<file path="src/rtl/traffic_rr_ctrl_pkg.sv">
// traffic_rr_ctrl_pkg: shared types for the round-robin traffic controller.
// Holds the controller state enum, the slot index type and the helper that
// locates the pedestrian slot after the vehicle approaches.
package traffic_rr_ctrl_pkg;

   // Wide enough for up to 8 vehicle approaches plus the pedestrian slot.
   localparam int SLOT_W = 4;

   typedef logic [SLOT_W-1:0] slot_t;

   typedef enum logic [2:0] {
      S_IDLE   = 3'd0,
      S_GREEN  = 3'd1,
      S_YELLOW = 3'd2,
      S_ALLRED = 3'd3,
      S_WALK   = 3'd4
   } state_t;

   // The pedestrian crossing always sits directly after the last approach.
   function automatic int ped_slot(input int num_phases);
      return num_phases;
   endfunction

endpackage

</file>
<file path="src/rtl/traffic_rr_ctrl_if.sv">
// traffic_rr_ctrl_if: sensor-side requests and lamp-side outputs of the
// traffic controller, bundled so the controller and its environment share a
// single port.
//
// Request semantics: car_req and ped_btn are plain level inputs sampled on
// every rising clock edge; there is no valid/ready pairing and no
// backpressure. A 1 on any sampled edge latches a pending request inside the
// controller, so a single-cycle pulse is enough. The lamp outputs and
// phase_idx are valid in every cycle.
interface traffic_rr_ctrl_if #(
   parameter int NUM_PHASES = 4
);
   import traffic_rr_ctrl_pkg::*;

   localparam int IDX_W = $clog2(ped_slot(NUM_PHASES) + 1);

   logic [NUM_PHASES-1:0] car_req;
   logic                  ped_btn;
   logic [NUM_PHASES-1:0] red;
   logic [NUM_PHASES-1:0] yellow;
   logic [NUM_PHASES-1:0] green;
   logic                  walk;
   logic                  dont_walk;
   logic [IDX_W-1:0]      phase_idx;

   // Environment side: drives the sensors, watches the lamps.
   modport master (
      output car_req,
      output ped_btn,
      input  red,
      input  yellow,
      input  green,
      input  walk,
      input  dont_walk,
      input  phase_idx
   );

   // Controller side: reads the sensors, drives the lamps.
   modport slave (
      input  car_req,
      input  ped_btn,
      output red,
      output yellow,
      output green,
      output walk,
      output dont_walk,
      output phase_idx
   );

endinterface

</file>
<file path="src/rtl/traffic_rr_ctrl_dwell_timer.sv">
// dwell_timer: loadable down counter used for every timed phase dwell.
// A load wins over a decrement; the count parks at zero instead of wrapping,
// and zero_o tells the controller the dwell has run out.
module dwell_timer #(
   parameter int CNT_W = 4
) (
   input  logic             clk_i,
   input  logic             rst_i,
   input  logic             load_i,
   input  logic [CNT_W-1:0] load_val_i,
   input  logic             en_i,
   output logic             zero_o
);

   logic [CNT_W-1:0] count_q;
   logic [CNT_W-1:0] count_d;

   // Next count: load has priority, decrement only while above zero.
   always_comb begin
      count_d = count_q;
      if (load_i) begin
         count_d = load_val_i;
      end else if (en_i && (count_q != '0)) begin
         count_d = count_q - 1'b1;
      end
   end

   // Count register with synchronous reset.
   always_ff @(posedge clk_i) begin
      if (rst_i) begin
         count_q <= '0;
      end else begin
         count_q <= count_d;
      end
   end

   assign zero_o = (count_q == '0);

endmodule

</file>
<file path="src/rtl/traffic_rr_ctrl.sv">
// traffic_rr_ctrl: NUM_PHASES-approach traffic signal controller with one
// pedestrian crossing slot. Requests are latched into pending bits and the
// pending slots are served round-robin, starting after the slot served last.
// Vehicle slots run GREEN -> YELLOW -> ALLRED, the pedestrian slot runs
// WALK -> ALLRED, and every service returns through IDLE.
//
// Build option: define TRAFFIC_GAP_EXTEND_EN to hold a green past GREEN_TICKS
// while its approach still reports a car, up to MAX_GREEN_TICKS in total. In
// that build a car seen during its own green does not re-latch a request.
module traffic_rr_ctrl
   import traffic_rr_ctrl_pkg::*;
#(
   parameter int NUM_PHASES      = 4,
   parameter int CNT_W           = 4,
   parameter int GREEN_TICKS     = 4,
   parameter int YELLOW_TICKS    = 2,
   parameter int WALK_TICKS      = 3,
   parameter int MAX_GREEN_TICKS = 8
) (
   input  logic                    clock_i,
   input  logic                    reset_i,
   traffic_rr_ctrl_if.slave        bus,
   output state_t                  state_o
);

   localparam int NSLOT = NUM_PHASES + 1;
   localparam int PED   = ped_slot(NUM_PHASES);
   localparam int IDX_W = $clog2(PED + 1);

`ifdef TRAFFIC_GAP_EXTEND_EN
   localparam bit GAP_EXT_EN = 1'b1;
`else
   localparam bit GAP_EXT_EN = 1'b0;
`endif

   // Extension only makes sense when the ceiling leaves room above the base.
   localparam bit CAN_EXTEND = GAP_EXT_EN && (MAX_GREEN_TICKS > GREEN_TICKS);
   localparam int EXT_N      = (MAX_GREEN_TICKS > GREEN_TICKS) ?
                               (MAX_GREEN_TICKS - GREEN_TICKS - 1) : 0;

   localparam logic [CNT_W-1:0] GREEN_LD  = CNT_W'(GREEN_TICKS - 1);
   localparam logic [CNT_W-1:0] YELLOW_LD = CNT_W'(YELLOW_TICKS - 1);
   localparam logic [CNT_W-1:0] WALK_LD   = CNT_W'(WALK_TICKS - 1);
   localparam logic [CNT_W-1:0] EXT_LD    = CNT_W'(EXT_N);

   state_t             state_q, state_d;
   slot_t              last_q, last_d;
   logic [NUM_PHASES:0] pend_q, pend_d;
   logic               ext_q, ext_d;

   logic               tmr_load;
   logic               tmr_en;
   logic [CNT_W-1:0]   tmr_val;
   logic               tmr_zero;

   logic               found_hi, found_lo;
   slot_t              hi_slot, lo_slot;
   logic [NUM_PHASES:0] hi_oh, lo_oh;
   logic               grant_found;
   slot_t              grant_slot;
   logic [NUM_PHASES:0] grant_oh;

   logic [NUM_PHASES-1:0] serve_oh;
   logic               cur_car;
   logic [NUM_PHASES:0] req_vec;

   assign req_vec = {bus.ped_btn, bus.car_req};

   // One-hot of the approach currently (or last) served; zero for the crossing.
   always_comb begin
      serve_oh = '0;
      for (int i = 0; i < NUM_PHASES; i++) begin
         serve_oh[i] = (last_q == slot_t'(i));
      end
   end

   assign cur_car = |(bus.car_req & serve_oh);

   // Round-robin pick: lowest pending slot above last, else lowest at or below it.
   always_comb begin
      found_hi = 1'b0;
      found_lo = 1'b0;
      hi_slot  = '0;
      lo_slot  = '0;
      hi_oh    = '0;
      lo_oh    = '0;
      for (int s = 0; s < NSLOT; s++) begin
         if (pend_q[s] && !found_hi && (slot_t'(s) > last_q)) begin
            found_hi = 1'b1;
            hi_slot  = slot_t'(s);
            hi_oh[s] = 1'b1;
         end
         if (pend_q[s] && !found_lo && (slot_t'(s) <= last_q)) begin
            found_lo = 1'b1;
            lo_slot  = slot_t'(s);
            lo_oh[s] = 1'b1;
         end
      end
      grant_found = found_hi | found_lo;
      grant_slot  = found_hi ? hi_slot : lo_slot;
      grant_oh    = found_hi ? hi_oh : lo_oh;
   end

   // Next state, pending latches, served slot and dwell timer control.
   always_comb begin
      state_d  = state_q;
      last_d   = last_q;
      ext_d    = ext_q;
      tmr_load = 1'b0;
      tmr_en   = 1'b0;
      tmr_val  = '0;

      // With extension, the approach in green cannot queue itself again.
      if (GAP_EXT_EN && (state_q == S_GREEN)) begin
         pend_d = pend_q | (req_vec & ~{1'b0, serve_oh});
      end else begin
         pend_d = pend_q | req_vec;
      end

      case (state_q)
         S_IDLE: begin
            if (grant_found) begin
               last_d   = grant_slot;
               pend_d   = pend_d & ~grant_oh;
               ext_d    = 1'b0;
               tmr_load = 1'b1;
               if (grant_slot == slot_t'(PED)) begin
                  state_d = S_WALK;
                  tmr_val = WALK_LD;
               end else begin
                  state_d = S_GREEN;
                  tmr_val = GREEN_LD;
               end
            end
         end

         S_GREEN: begin
            if (ext_q) begin
               // Extended green ends when the car leaves or the ceiling is hit.
               if (tmr_zero || !cur_car) begin
                  state_d  = S_YELLOW;
                  ext_d    = 1'b0;
                  tmr_load = 1'b1;
                  tmr_val  = YELLOW_LD;
               end else begin
                  tmr_en = 1'b1;
               end
            end else if (!tmr_zero) begin
               tmr_en = 1'b1;
            end else if (CAN_EXTEND && cur_car) begin
               ext_d    = 1'b1;
               tmr_load = 1'b1;
               tmr_val  = EXT_LD;
            end else begin
               state_d  = S_YELLOW;
               tmr_load = 1'b1;
               tmr_val  = YELLOW_LD;
            end
         end

         S_YELLOW: begin
            if (tmr_zero) begin
               state_d = S_ALLRED;
            end else begin
               tmr_en = 1'b1;
            end
         end

         S_WALK: begin
            if (tmr_zero) begin
               state_d = S_ALLRED;
            end else begin
               tmr_en = 1'b1;
            end
         end

         S_ALLRED: begin
            state_d = S_IDLE;
         end

         default: begin
            state_d = S_IDLE;
         end
      endcase
   end

   // Controller registers; reset drops any latched requests.
   always_ff @(posedge clock_i) begin
      if (reset_i) begin
         state_q <= S_IDLE;
         last_q  <= slot_t'(PED);
         pend_q  <= '0;
         ext_q   <= 1'b0;
      end else begin
         state_q <= state_d;
         last_q  <= last_d;
         pend_q  <= pend_d;
         ext_q   <= ext_d;
      end
   end

   dwell_timer #(
      .CNT_W (CNT_W)
   ) u_dwell_timer (
      .clk_i      (clock_i),
      .rst_i      (reset_i),
      .load_i     (tmr_load),
      .load_val_i (tmr_val),
      .en_i       (tmr_en),
      .zero_o     (tmr_zero)
   );

   // Lamp decode: everything red and don't-walk unless a phase is active.
   always_comb begin
      bus.red       = '1;
      bus.yellow    = '0;
      bus.green     = '0;
      bus.walk      = 1'b0;
      bus.dont_walk = 1'b1;
      case (state_q)
         S_GREEN: begin
            bus.green = serve_oh;
            bus.red   = ~serve_oh;
         end
         S_YELLOW: begin
            bus.yellow = serve_oh;
            bus.red    = ~serve_oh;
         end
         S_WALK: begin
            bus.walk      = 1'b1;
            bus.dont_walk = 1'b0;
         end
         default: begin
         end
      endcase
   end

   assign bus.phase_idx = last_q[IDX_W-1:0];
   assign state_o       = state_q;

endmodule
</file>
<file path="src/flat_wrapper.sv">
// flat-port wrapper written by rule: the top's interface ports become plain ports
module traffic_rr_ctrl_flat import traffic_rr_ctrl_pkg::*;
#(
   parameter int NUM_PHASES      = 4,
   parameter int CNT_W           = 4,
   parameter int GREEN_TICKS     = 4,
   parameter int YELLOW_TICKS    = 2,
   parameter int WALK_TICKS      = 3,
   parameter int MAX_GREEN_TICKS = 8
)
  (clock_i, reset_i, state_o, bus_car_req, bus_ped_btn, bus_red, bus_yellow, bus_green, bus_walk, bus_dont_walk, bus_phase_idx);
  traffic_rr_ctrl_if #(.NUM_PHASES(NUM_PHASES)) bus_i ();
  input  logic clock_i;
  input  logic reset_i;
  output state_t state_o;
  input wire logic [$bits(bus_i.car_req)-1:0] bus_car_req;
  input wire logic [$bits(bus_i.ped_btn)-1:0] bus_ped_btn;
  output wire logic [$bits(bus_i.red)-1:0] bus_red;
  output wire logic [$bits(bus_i.yellow)-1:0] bus_yellow;
  output wire logic [$bits(bus_i.green)-1:0] bus_green;
  output wire logic [$bits(bus_i.walk)-1:0] bus_walk;
  output wire logic [$bits(bus_i.dont_walk)-1:0] bus_dont_walk;
  output wire logic [$bits(bus_i.phase_idx)-1:0] bus_phase_idx;
  assign bus_i.car_req = bus_car_req;
  assign bus_i.ped_btn = bus_ped_btn;
  assign bus_red = bus_i.red;
  assign bus_yellow = bus_i.yellow;
  assign bus_green = bus_i.green;
  assign bus_walk = bus_i.walk;
  assign bus_dont_walk = bus_i.dont_walk;
  assign bus_phase_idx = bus_i.phase_idx;
  traffic_rr_ctrl #(.NUM_PHASES(NUM_PHASES), .CNT_W(CNT_W), .GREEN_TICKS(GREEN_TICKS), .YELLOW_TICKS(YELLOW_TICKS), .WALK_TICKS(WALK_TICKS), .MAX_GREEN_TICKS(MAX_GREEN_TICKS)) u_core (.clock_i(clock_i), .reset_i(reset_i), .bus(bus_i), .state_o(state_o));
endmodule
</file>
<file path="config.mk">
export PLATFORM = sky130hd
export DESIGN_NAME = traffic_rr_ctrl_flat
export DESIGN_NICKNAME = d
export VERILOG_FILES = /design/src/rtl/traffic_rr_ctrl_pkg.sv /design/src/rtl/traffic_rr_ctrl_if.sv /design/src/rtl/traffic_rr_ctrl_dwell_timer.sv /design/src/rtl/traffic_rr_ctrl.sv /design/src/flat_wrapper.sv
export SDC_FILE = /design/constraint.sdc
export NUM_CORES = 1
export LEC_CHECK = 0
export BUFFER_PORTS_ARGS = -buffer_cell sky130_fd_sc_hd__buf_4
export CORE_MARGIN = 2
export CORE_UTILIZATION = 30
export CTS_BUF_LIST = sky130_fd_sc_hd__clkbuf_8
export DETAILED_ROUTE_END_ITERATION = 8
export PLACE_DENSITY = 0.6
export SYNTH_ARGS = -nofsm -noshare
export SYNTH_HDL_FRONTEND = slang
export SYNTH_SLANG_ARGS = --single-unit
export TNS_END_PERCENT = 100
</file>
<file path="constraint.sdc">
create_clock -name clock_i -period 4.9 [get_ports clock_i]
set_input_delay 0.49 -clock clock_i [delete_from_list [all_inputs] [get_ports clock_i]]
set_output_delay 0.49 -clock clock_i [all_outputs]
set_load 0.005 [all_outputs]
</file>
* Yosys cells after proc, flatten, opt, wreduce, memory -nomap -nowiden *
Cells that the tools add are included.

storage, ports and cells
  flip-flop bits (word level) = 17
  output and inout bits = 20
  logic and storage cells = 136
  bits of input ports = 7

operators by class
  add/subtract/negate cells = 1
  order comparisons = 10
  reduce and logical (&&, ||, !) cells = 41
  bitwise logic cells = 6
  eq/ne operators = 11
  multiplexer cells = 62

operators with widths
  kind                count
  $mux 1              34
  $mux 4              7
  $mux 3              9
  $logic_and 1x1->1   19
  $mux 5              3
  $logic_not 1->1     9
  $pmux 3 s3          1
  $eq 4x2->1 const B  2
  $gt 1x4->1 const A  2
  $gt 2x4->1 const A  2
  $le 1x4->1 const A  2
  $le 2x4->1 const A  2
  $logic_not 4->1     2
  $mux 2              4
  $pmux 4 s2          1
  $pmux 1 s2          3
  $and 5x5->5         1
  $not 5->5           1
  $or 5x5->5          1
  $and 4x4->4         1
  $eq 4x1->1 const B  1
  $eq 4x3->1 const B  1
  $gt 3x4->1 const A  1
  $le 3x4->1 const A  1
  17 further kinds    21

* Longest topological paths before layout *
Gate-level depths: netlist (run 1).

  depth in word-level cells = 25
  mapped depth = 7
  mapped depth without buffers = 6

* By module *
From an unflattened synthesis (run 1), not the netlist that was laid out.

unflattened totals
  cells, all modules = 168
  area, all modules = 1271.2 µm²

modules (own cells, without submodules)
  module           area an instance (µm²)  sequential area each (µm²)  cells each  instances
  traffic_rr_ctrl  1008.5                  240.2                       139         1
  dwell_timer      262.8                   80.1                        29          1

* Worst setup path after synthesis (run 1) *
No wires, ideal clock.

  path kind = register -> register
  from = register u_core.last_q[2]
  to = register u_core.last_q[0]
  path slack = 3.094 ns
  cell stages (with the launch flop) = 7
  clock period less this slack = 1.806 ns
  setup time = 0.100 ns
  arrival time = 1.706 ns
  data required time = 4.800 ns
  path through = dfxtp_1 buf_6 or2_4 nor2_1 or4_1 o311a_1 a2111oi_4

between the ends
  longest elaborated chain between the ends = 21

RTL lines
  element                                                    RTL line                                      text
  start, declared                                            traffic_rr_ctrl.sv:47                         slot_t last_q, last_d;
  start signal, assigned                                     traffic_rr_ctrl.sv:191                        last_q <= slot_t'(PED);
  start signal, assigned                                     traffic_rr_ctrl.sv:196                        last_q <= last_d;
  $gt 1x4->1 or $le 1x4->1 (tied branches)                   traffic_rr_ctrl.sv:88, traffic_rr_ctrl.sv:93
  $logic_and 1x1->1, on equally long branches                traffic_rr_ctrl.sv:88, traffic_rr_ctrl.sv:93
  $mux 1, on equally long branches                           traffic_rr_ctrl.sv:88, traffic_rr_ctrl.sv:93
  $logic_not 1->1, on equally long branches                  traffic_rr_ctrl.sv:88, traffic_rr_ctrl.sv:93
  $logic_and 1x1->1, on equally long branches (2 in series)  traffic_rr_ctrl.sv:88, traffic_rr_ctrl.sv:93
  $mux 1, on equally long branches                           traffic_rr_ctrl.sv:88, traffic_rr_ctrl.sv:93
  $logic_not 1->1, on equally long branches                  traffic_rr_ctrl.sv:88, traffic_rr_ctrl.sv:93
  $logic_and 1x1->1, on equally long branches (2 in series)  traffic_rr_ctrl.sv:88, traffic_rr_ctrl.sv:93
  $mux 1, on equally long branches                           traffic_rr_ctrl.sv:88, traffic_rr_ctrl.sv:93
  $logic_not 1->1, on equally long branches                  traffic_rr_ctrl.sv:88, traffic_rr_ctrl.sv:93
  $logic_and 1x1->1, on equally long branches (2 in series)  traffic_rr_ctrl.sv:88, traffic_rr_ctrl.sv:93
  $mux 1, on equally long branches                           traffic_rr_ctrl.sv:88, traffic_rr_ctrl.sv:93
  $logic_not 1->1, on equally long branches                  traffic_rr_ctrl.sv:88, traffic_rr_ctrl.sv:93
  $logic_and 1x1->1, on equally long branches (2 in series)  traffic_rr_ctrl.sv:88, traffic_rr_ctrl.sv:93
  $mux 1, on equally long branches                           traffic_rr_ctrl.sv:88, traffic_rr_ctrl.sv:93
  $or 1x1->1                                                 traffic_rr_ctrl.sv:99                         grant_found = found_hi | found_lo;
  $reduce_and 2->1 (no source line)                          -

Parallel ways exist; a longest one is shown, timed or not.
A chain may end at the register's enable or synchronous reset.

* Worst setup path after layout (run 1) *
  from = register u_core.state_q[0] (netlist: u_core.state_o[0])
  to = output port bus_red[1]

between the ends
  longest elaborated chain between the ends = 3

RTL lines
  element                                   RTL line                text
  start, declared                           traffic_rr_ctrl.sv:46   state_t state_q, state_d;
  start signal, assigned                    traffic_rr_ctrl.sv:195  state_q <= state_d;
  $eq 3x1->1 or $eq 3x2->1 (tied branches)  traffic_rr_ctrl.sv:220  case (state_q)
  $reduce_or 2->1 (no source line) (*)      -
  $mux 4 (*)                                -
  end, declared                             flat_wrapper.sv:18      output wire logic [$bits(bus_i.red)-1:0] bus_red;

Every way passes the cells marked *; elsewhere a longest branch is shown, timed or not.

==> run metrics, run 1 <==
run status=finished, final reports clean; Hold Path Class=input pin to flop; Setup Buffers After CTS=0; GP Congestion=0.843; Leak Pwr=0.563 nW; dpl hpwl=2.43 mm; Initial Util=30.8%; most area-hungry cell type in the Yosys netlist=dfxtp_1; # rows=23; Worst setup SP type=flop; Die ar.=0.00457 mm2; drt wl/cell=14.7 um; Filler Cell Count=392; Worst Tran Pin Value=0.911 ns; P_int=0.429 mW; fin crit share=45.6%; routed via count=1216; sw frac=47.6%; Post-synth EDFFs=0; area grow syn2layout=16.5%; Slew headroom=38.8%; placed cell area=0.00137 mm2; worst skew pair latency=0.26 ns; TritonCTS Buffers=3; drt first pass iters=4; Period minus WS final=2.23 ns; Gate Count Post-Synth=153; initial antenna violation count=0; Worst setup EP type=primary output; Core ar.=0.00394 mm2; sequential area share after synthesis=26.4%; DR vias/cell=5.53; Final Instance Area=0.00141 mm2; final wirelength=3.23 mm; combinational fraction of design power=57.1%; worst-path fanout max=13; Slew Limit Fails=0; global route overflow=0; DP Cell Count=217; Seq. cell area=320 um2; fmax=0.448 GHz; CTS clock-pin slew for the worst setup and hold paths=0.07 ns; post-route ant nets=0; clock power share=12.2%; flops & latches, synth=16; CP Class=flop to primary output; utilization after layout=35.9%; vias in the first global route=1067; H-tree depth=1; IO buf count=26; top-level I/O count=27; die width=67.6 um; Ant. Diodes=0; largest net degree at the start of global routing=17; Post-CTS Resized=0; Async SR Flop Fraction=0%; top cell type's share of synthesized area=26.4%; first-pass GRT wire length=5.13 mm; Seq pwr share=30.7%; worst endpoint required time=4.41 ns; Fin. Hold Viols=0; Crit path arrival time=1.74 ns; fin nets=180; chip height=67.6 um; RSZ-0062 raised after global routing=false; Yosys warnings=0; Setup Viol. Count Final=0; Final Non-Filler Cells=220; max-cap viol count=0; top cells by area, synth=dfxtp_1 (26%), nor2_1 (7.7%), o311a_1 (3.3%); Synth cell types=55; syn nets=161; Clock Path Buffers=2; Net Sw Power=0.390 mW; Clock Skews=0.0123 ns; worst vdd ir=0.000236 V; Syn Area/Cell=7.93 um2; initial detailed-routing violation count=53; CTS sink count=16; setup TNS=0 ns; Hold-fix buffers, CTS=0; Most used DFF post-synth=dfxtp_1; Multi-input gate area=764 um2; Power Dens Cells=580 mW/mm2; Post-Syn Area=0.00121 mm2; Post-route DRC=0; Global Route Usage Sum=14.9%; layout cells sized above 1=21.8%; clock root cell=clkbuf_8; CTS tree=built
[through the flow]
step	hold WS, ns	setup WS (ns)	total power [mW]
2_1_floorplan	0.422	3.09	0.610
3_3_place_gp	0.441	2.84	0.718
3_5_place_dp	0.451	2.84	0.714
4_1_cts	0.442	2.66	0.817
5_1_grt	0.461	2.40	0.881
6_report	0.448	2.67	0.819
[metal layers]
metal | part of all wire [%] | wire length, um | vias to the layer above | GRT usage, %
li1 | - | - | 605 | -
met1 | 47 | 1530 | 565 | 20.0
met2 | 46 | 1500 | 37 | 23.0
met3 | 3.7 | 120 | 9 | 2.50
met4 | 2.4 | 76 | 0 | 7.14
met5 | 0 | 0 | - | 0
[cell type report]
| type | instances | area share (%) |
|---|---|---|
| clock buffers | 3 | 2.92 |
| multi-input cells | 117 | 54.1 |
| well taps | 50 | 4.42 |
| repair buffers | 26 | 13.8 |
| flip-flops and latches | 16 | 22.7 |
| inverters | 8 | 2.12 |
[cells in the mapped netlist, types with 2 or more instances]
cell type	n
nand3_1	5
or3_1	3
nor3b_1	3
o21bai_1	2
dfxtp_1	16
buf_6	2
a21oi_1	5
nand2_1	7
o21ai_0	5
clkbuf_1	3
a211oi_1	3
a31oi_1	2
o211a_1	2
o211ai_1	3
o41ai_1	2
nor2b_1	2
a21o_1	3
nor3_1	6
and3_1	2
nor2_1	25
nand3b_1	2
a32oi_1	2
o21a_1	3
inv_1	8
o311a_1	4
mux2i_1	2
a311oi_1	3
[logic make-up (layout without fill, tap and decap cells)]
| family | after synthesis | after routing | synth area share [%] |
|---|---|---|---|
| buf+inv | 20 | 37 | 10.6 |
| xor+xnor | 1 | 1 | 0.722 |
| fa+ha+maj | 2 | 2 | 1.86 |
| simple gates | 64 | 64 | 26.6 |
| flops | 16 | 16 | 26.4 |
| compound gates | 48 | 48 | 32.2 |
| mux | 2 | 2 | 1.65 |
[path summary, 6_finish.rpt]
kind / start / end / slack [ns] / depth (start not counted)
max: u_core.state_o[0] / bus_red[1] / 2.67 / 4
max reg2reg: u_core.last_q[0] / u_core.last_q[0] / 2.79 / 4
min: bus_ped_btn / u_core.pend_q[4] / 0.45 / 2
min reg2reg: u_core.ext_q / u_core.ext_q / 0.46 / 2
[power by group through the flow]
stage / clock, mW / combinational, mW / sequential, mW
6_report: 0.100 / 0.468 / 0.251
5_1_grt: 0.109 / 0.511 / 0.262
4_1_cts: 0.103 / 0.465 / 0.249
3_5_place_dp: 0 / 0.463 / 0.251
3_3_place_gp: 0 / 0.464 / 0.254
2_1_floorplan: 0 / 0.411 / 0.199
[registers in the layout, indices dropped and copies added (netlist names)]
register,flops
u_core.pend_q,5
u_core.last_q,3
u_core.u_dwell_timer.count_q,4
u_core.state_o,3
u_core.ext_q,1
[critical path, stage by stage, from the launching register on]
cell	delay, ns
dfxtp_1	0.55
nor3b_1	0.49
and3_1	0.26
nor2_1	0.05
buf_4	0.13
[cell usage in the layout, fill, tap and decap left out, types with 3 or more instances in the layout]
cell type   n
a211oi_1    3
a21o_1      3
a21oi_1     5
a311oi_1    3
buf_4      26
clkbuf_8    3
dfxtp_1    16
inv_1       8
nand2_1     7
nand3_1     5
nor2_1     25
nor3_1      6
nor3b_1     3
o211ai_1    3
o21a_1      3
o21ai_0     5
o311a_1     4
or3_1       3
Note: power is estimated with default switching activity, not from simulation.
==> run 2: changes to the inputs <==
- PLACE_DENSITY: 0.6 -> 0.62
- clock period: 4.9 -> 1.82 ns (I/O delays scaled with it)
==> run metrics, run 2 (synthesis gave the netlist of run 1 again) <==
run status=finished, final reports clean; TritonCTS Buffers=3; layout cells sized above 1=39.3%; most frequent cells in the layout=buf_4 (56), nor2_1 (25), dfxtp_1 (11), inv_1 (8), nand2_1 (7); max-cap viol count=0; first-pass GRT wire length=5.79 mm; Worst setup SP type=flop; Largest Register=u_core.pend_q; CTS tree=built; IO buf count=26; Worst setup EP type=flop; initial antenna violation count=0; Slew headroom=73.0%; top-level I/O count=27; Post-route DRC=0; post-route ant nets=0; Power Dens Cells=1610 mW/mm2; area grow syn2layout=42.2%; Final Non-Filler Cells=251; chip height=67.6 um; Final Instance Area=0.00173 mm2; Ant. Diodes=0; Hold Path Class=input pin to flop; DP Cell Count=246; Period minus WS final=1.81 ns; utilization after layout=43.8%; Fin. Hold Viols=0; drt wl/cell=14.3 um; die width=67.6 um; placed cell area=0.00159 mm2; DR vias/cell=5.16; # rows=23; crit path max-delay cell type=or4_1; GP Congestion=0.902; worst endpoint required time=1.96 ns; final setup margin=0.0118 ns; max reg flops=5; Setup Viol. Count Final=0; worst-path fanout max=6; CP delay by family, top=compound AO/OA/AOI/OAI gates; Die ar.=0.00457 mm2; final wirelength=3.58 mm; Core ar.=0.00394 mm2; worst vdd ir=0.000702 V; Clock Skews=0.00402 ns; setup TNS=0 ns; fin crit share=99.4%; Slew Limit Fails=0; Global Route Usage Sum=16.9%; clock root cell=clkbuf_8; total power=2.78 mW; fin nets=211; worst-path cell chain=or2_4 > nor2_1 > or4_1 > o311a_1 > a2111oi_4; Crit path arrival time=1.95 ns; H-tree depth=1; CTS clock-pin slew for the worst setup and hold paths=0.06 ns; fmax=0.553 GHz; pre-CTS setup slack=-0.0847 ns; Slowest Stage Delay on Critical Path=0.47 ns; Worst Tran Pin Value=0.402 ns; worst skew pair latency=0.24 ns; routed via count=1296; global route overflow=0; hold slack=0.135 ns; CP Class=flop to flop; largest net degree at the start of global routing=17; vias in the first global route=1213; initial detailed-routing violation count=61; largest registers=u_core.pend_q (5), u_core.u_dwell_timer.count_q (4); Leak Pwr=0.727 nW; dpl hpwl=2.80 mm; drt first pass iters=6; Clock Path Buffers=2; Initial Util=30.8%; Buf/Inv on CP=0; RSZ-0062 raised after global routing=true; CTS sink count=16; commonest non-fill, non-tap cell in the layout=buf_4
==> run 2: area by class of cell <==
type                       instances  area (um2)
sequential                        16         334
timing repair buffer              57         432
multi-input combinational        117         826
fill                             372        2220
tap                               50        62.6
clock buffer                       3        41.3
inverter                           8        30.0
==> run 2: power by group <==
part | switching (mW) | leakage [nW] | internal, mW
clock | 0.113 | 0.0216 | 0.146
sequential | 0.165 | 0.135 | 0.475
combinational | 0.927 | 0.571 | 0.954
total | 1.21 | 0.727 | 1.58
==> run 2: worst reg2reg max path: stages (launching register included) <==
cell       delay [ns]
dfxtp_4          0.39
or2_4            0.14
nor2_1           0.03
or4_1            0.47
o311a_1          0.34
a2111oi_4        0.33
==> run 2: timing repair <==
action | in CTS | in global routing
cloned | 0 | 0
pin swaps | 0 | 2
resized for setup | 8 | 11
hold buffers | 0 | 0
setup buffers | 0 | 2
hold endpoints to repair | 0 | 0
setup endpoints to repair | 3 | 11
==> run 2: final timing paths <==
| check | from | end | slack, ns | cells past startpoint |
|---|---|---|---|---|
| max | u_core.last_q[2] | u_core.last_q[0] | 0.01 | 5 |
| min reg2reg | u_core.ext_q | u_core.ext_q | 0.46 | 2 |
| min | bus_ped_btn | u_core.pend_q[4] | 0.14 | 2 |
| max reg2reg | u_core.last_q[2] | u_core.last_q[0] | 0.01 | 5 |
==> run 2: layer usage <==
layer	vias to the layer above	wire length (um)	track usage, %
li1	672	-	-
met1	590	1570	21.1
met2	28	1820	28.9
met3	6	148	3.17
met4	0	45	5.87
met5	-	0	0
==> run 3: changes to the inputs <==
--- a/config.mk
+++ b/config.mk
@@ -12,3 +12,3 @@
 export DETAILED_ROUTE_END_ITERATION = 8
-export PLACE_DENSITY = 0.62
+export PLACE_DENSITY = 0.48
 export SYNTH_ARGS = -nofsm -noshare
--- a/constraint.sdc
+++ b/constraint.sdc
@@ -3,2 +3,2 @@
 set_output_delay 0.182 -clock clock_i [all_outputs]
-set_load 0.005 [all_outputs]
+set_load 0.1 [all_outputs]
==> run metrics, run 3 (synthesis gave the netlist of run 1 again) <==
Slew Limit Fails=0; CP delay by family, top=buffers and inverters; Post-route DRC=0; Ant. Diodes=0; Setup Viol. Count Final=0; Worst Tran Pin Value=0.415 ns; placed cell area=0.00169 mm2; CTS clock-pin slew for the worst setup and hold paths=0.07 ns; initial detailed-routing violation count=82; RSZ-0062 raised after global routing=true; IO buf count=26; max reg flops=5; TritonCTS Buffers=3; worst skew pair latency=0.26 ns; first-pass GRT wire length=6.35 mm; fmax=0.557 GHz; layout cells sized above 1=46.4%; commonest non-fill, non-tap cell in the layout=buf_4; Final Instance Area=0.00184 mm2; fin crit share=98.6%; Global Route Usage Sum=18.5%; Hold Path Class=input pin to flop; Fin. Hold Viols=0; worst vdd ir=0.000857 V; Hold-fix buffers, CTS=0; post-route ant nets=0; Slew headroom=72.1%; worst endpoint required time=1.64 ns; Clock Path Buffers=2; DR vias/cell=5.54; Leak Pwr=0.712 nW; top-level I/O count=27; worst-path cell chain=buf_4 > nor2_2 > buf_4 > and3_4 > nor2_4 > buf_4; die width=67.6 um; largest net degree at the start of global routing=17; clock root cell=clkbuf_8; area grow syn2layout=52.0%; Worst setup EP type=primary output; Slowest Stage Delay on Critical Path=0.37 ns; run status=finished, final reports clean; CTS tree=built; Clock Skews=0.00720 ns; reg-to-reg startpoint=u_core.last_q[1]; worst-path fanout max=8; drt first pass iters=4; pre-CTS setup slack=-0.0269 ns; most frequent cells in the layout=buf_4 (38), nor2_1 (15), dfxtp_1 (10), nor2_4 (9), buf_6 (8); Period minus WS final=1.79 ns; CTS sink count=16; dpl hpwl=3.01 mm; largest registers=u_core.pend_q (5), u_core.u_dwell_timer.count_q (4); GP Congestion=0.860; hold slack=0.115 ns; CP Class=flop to primary output; final wirelength=3.94 mm; Power Dens Cells=1890 mW/mm2; CP Launch Point=u_core.last_q[1]; Crit path arrival time=1.61 ns; cell mode on critical path=buf_4; # rows=23; Final Non-Filler Cells=244; H-tree depth=1; Initial Util=30.8%; max-cap viol count=0; global route overflow=0; Die ar.=0.00457 mm2; chip height=67.6 um; setup TNS=0 ns; vias in the first global route=1305; Worst setup SP type=flop; DP Cell Count=239; drt wl/cell=16.1 um; initial antenna violation count=0; Largest Register=u_core.pend_q; routed via count=1351; min-delay src=bus_ped_btn; crit path max-delay cell type=dfxtp_4; final setup margin=0.0250 ns; Buf/Inv on CP=3; Core ar.=0.00394 mm2; fin nets=203
[run 3: cell types whose count changed in the layout (fill, tap and decap cells not counted), sizes merged]
| cell | previous run | this run |
|---|---|---|
| inv | 8 | 6 |
| clkbuf | 3 | 4 |
| buf | 57 | 49 |
| clkinvlp | 0 | 2 |
[run 3: timing repair]
item / CTS / global route
gates resized for setup: 5 / 16
setup endpoints to repair: 8 / 16
buffers inserted: 0 / 1
pin swaps: 1 / 6
[run 3: area by class of cell]
class	count	area, um2
tap	50	62.6
multi-input combinational	117	921
inverter	8	37.5
fill	383	2100
sequential	16	343
clock buffer	4	55.1
timing repair buffer	49	425
[run 3: layer usage]
layer	global-route usage (%)	part of all wire [%]
met1	23.9	46
met2	30.5	50
met3	2.67	3.1
met4	7.91	1.1
met5	0	0
[run 3: path summary, 6_finish.rpt]
kind / to / slack [ns] / cells past startpoint
hold reg to reg: u_core.ext_q / 0.46 / 2
setup reg to reg: u_core.last_q[0] / 0.03 / 5
setup / recovery: bus_red[1] / 0.03 / 6
hold / removal: u_core.pend_q[4] / 0.11 / 2
[run 3: stage by stage]
step / utilization, % / power, mW
2_1_floorplan: - / 2.38
5_1_grt: 46.8 / 3.71
3_3_place_gp: 42.8 / 3.02
6_report: 46.8 / 3.48
3_5_place_dp: 42.8 / 3.01
4_1_cts: 44.7 / 3.37
[run 3: power by group]
part           switching (mW)  total (mW)  internal [mW]
combinational            1.54        2.49          0.950
sequential              0.174       0.659          0.484
clock                   0.139       0.331          0.192
total                    1.85        3.48           1.63
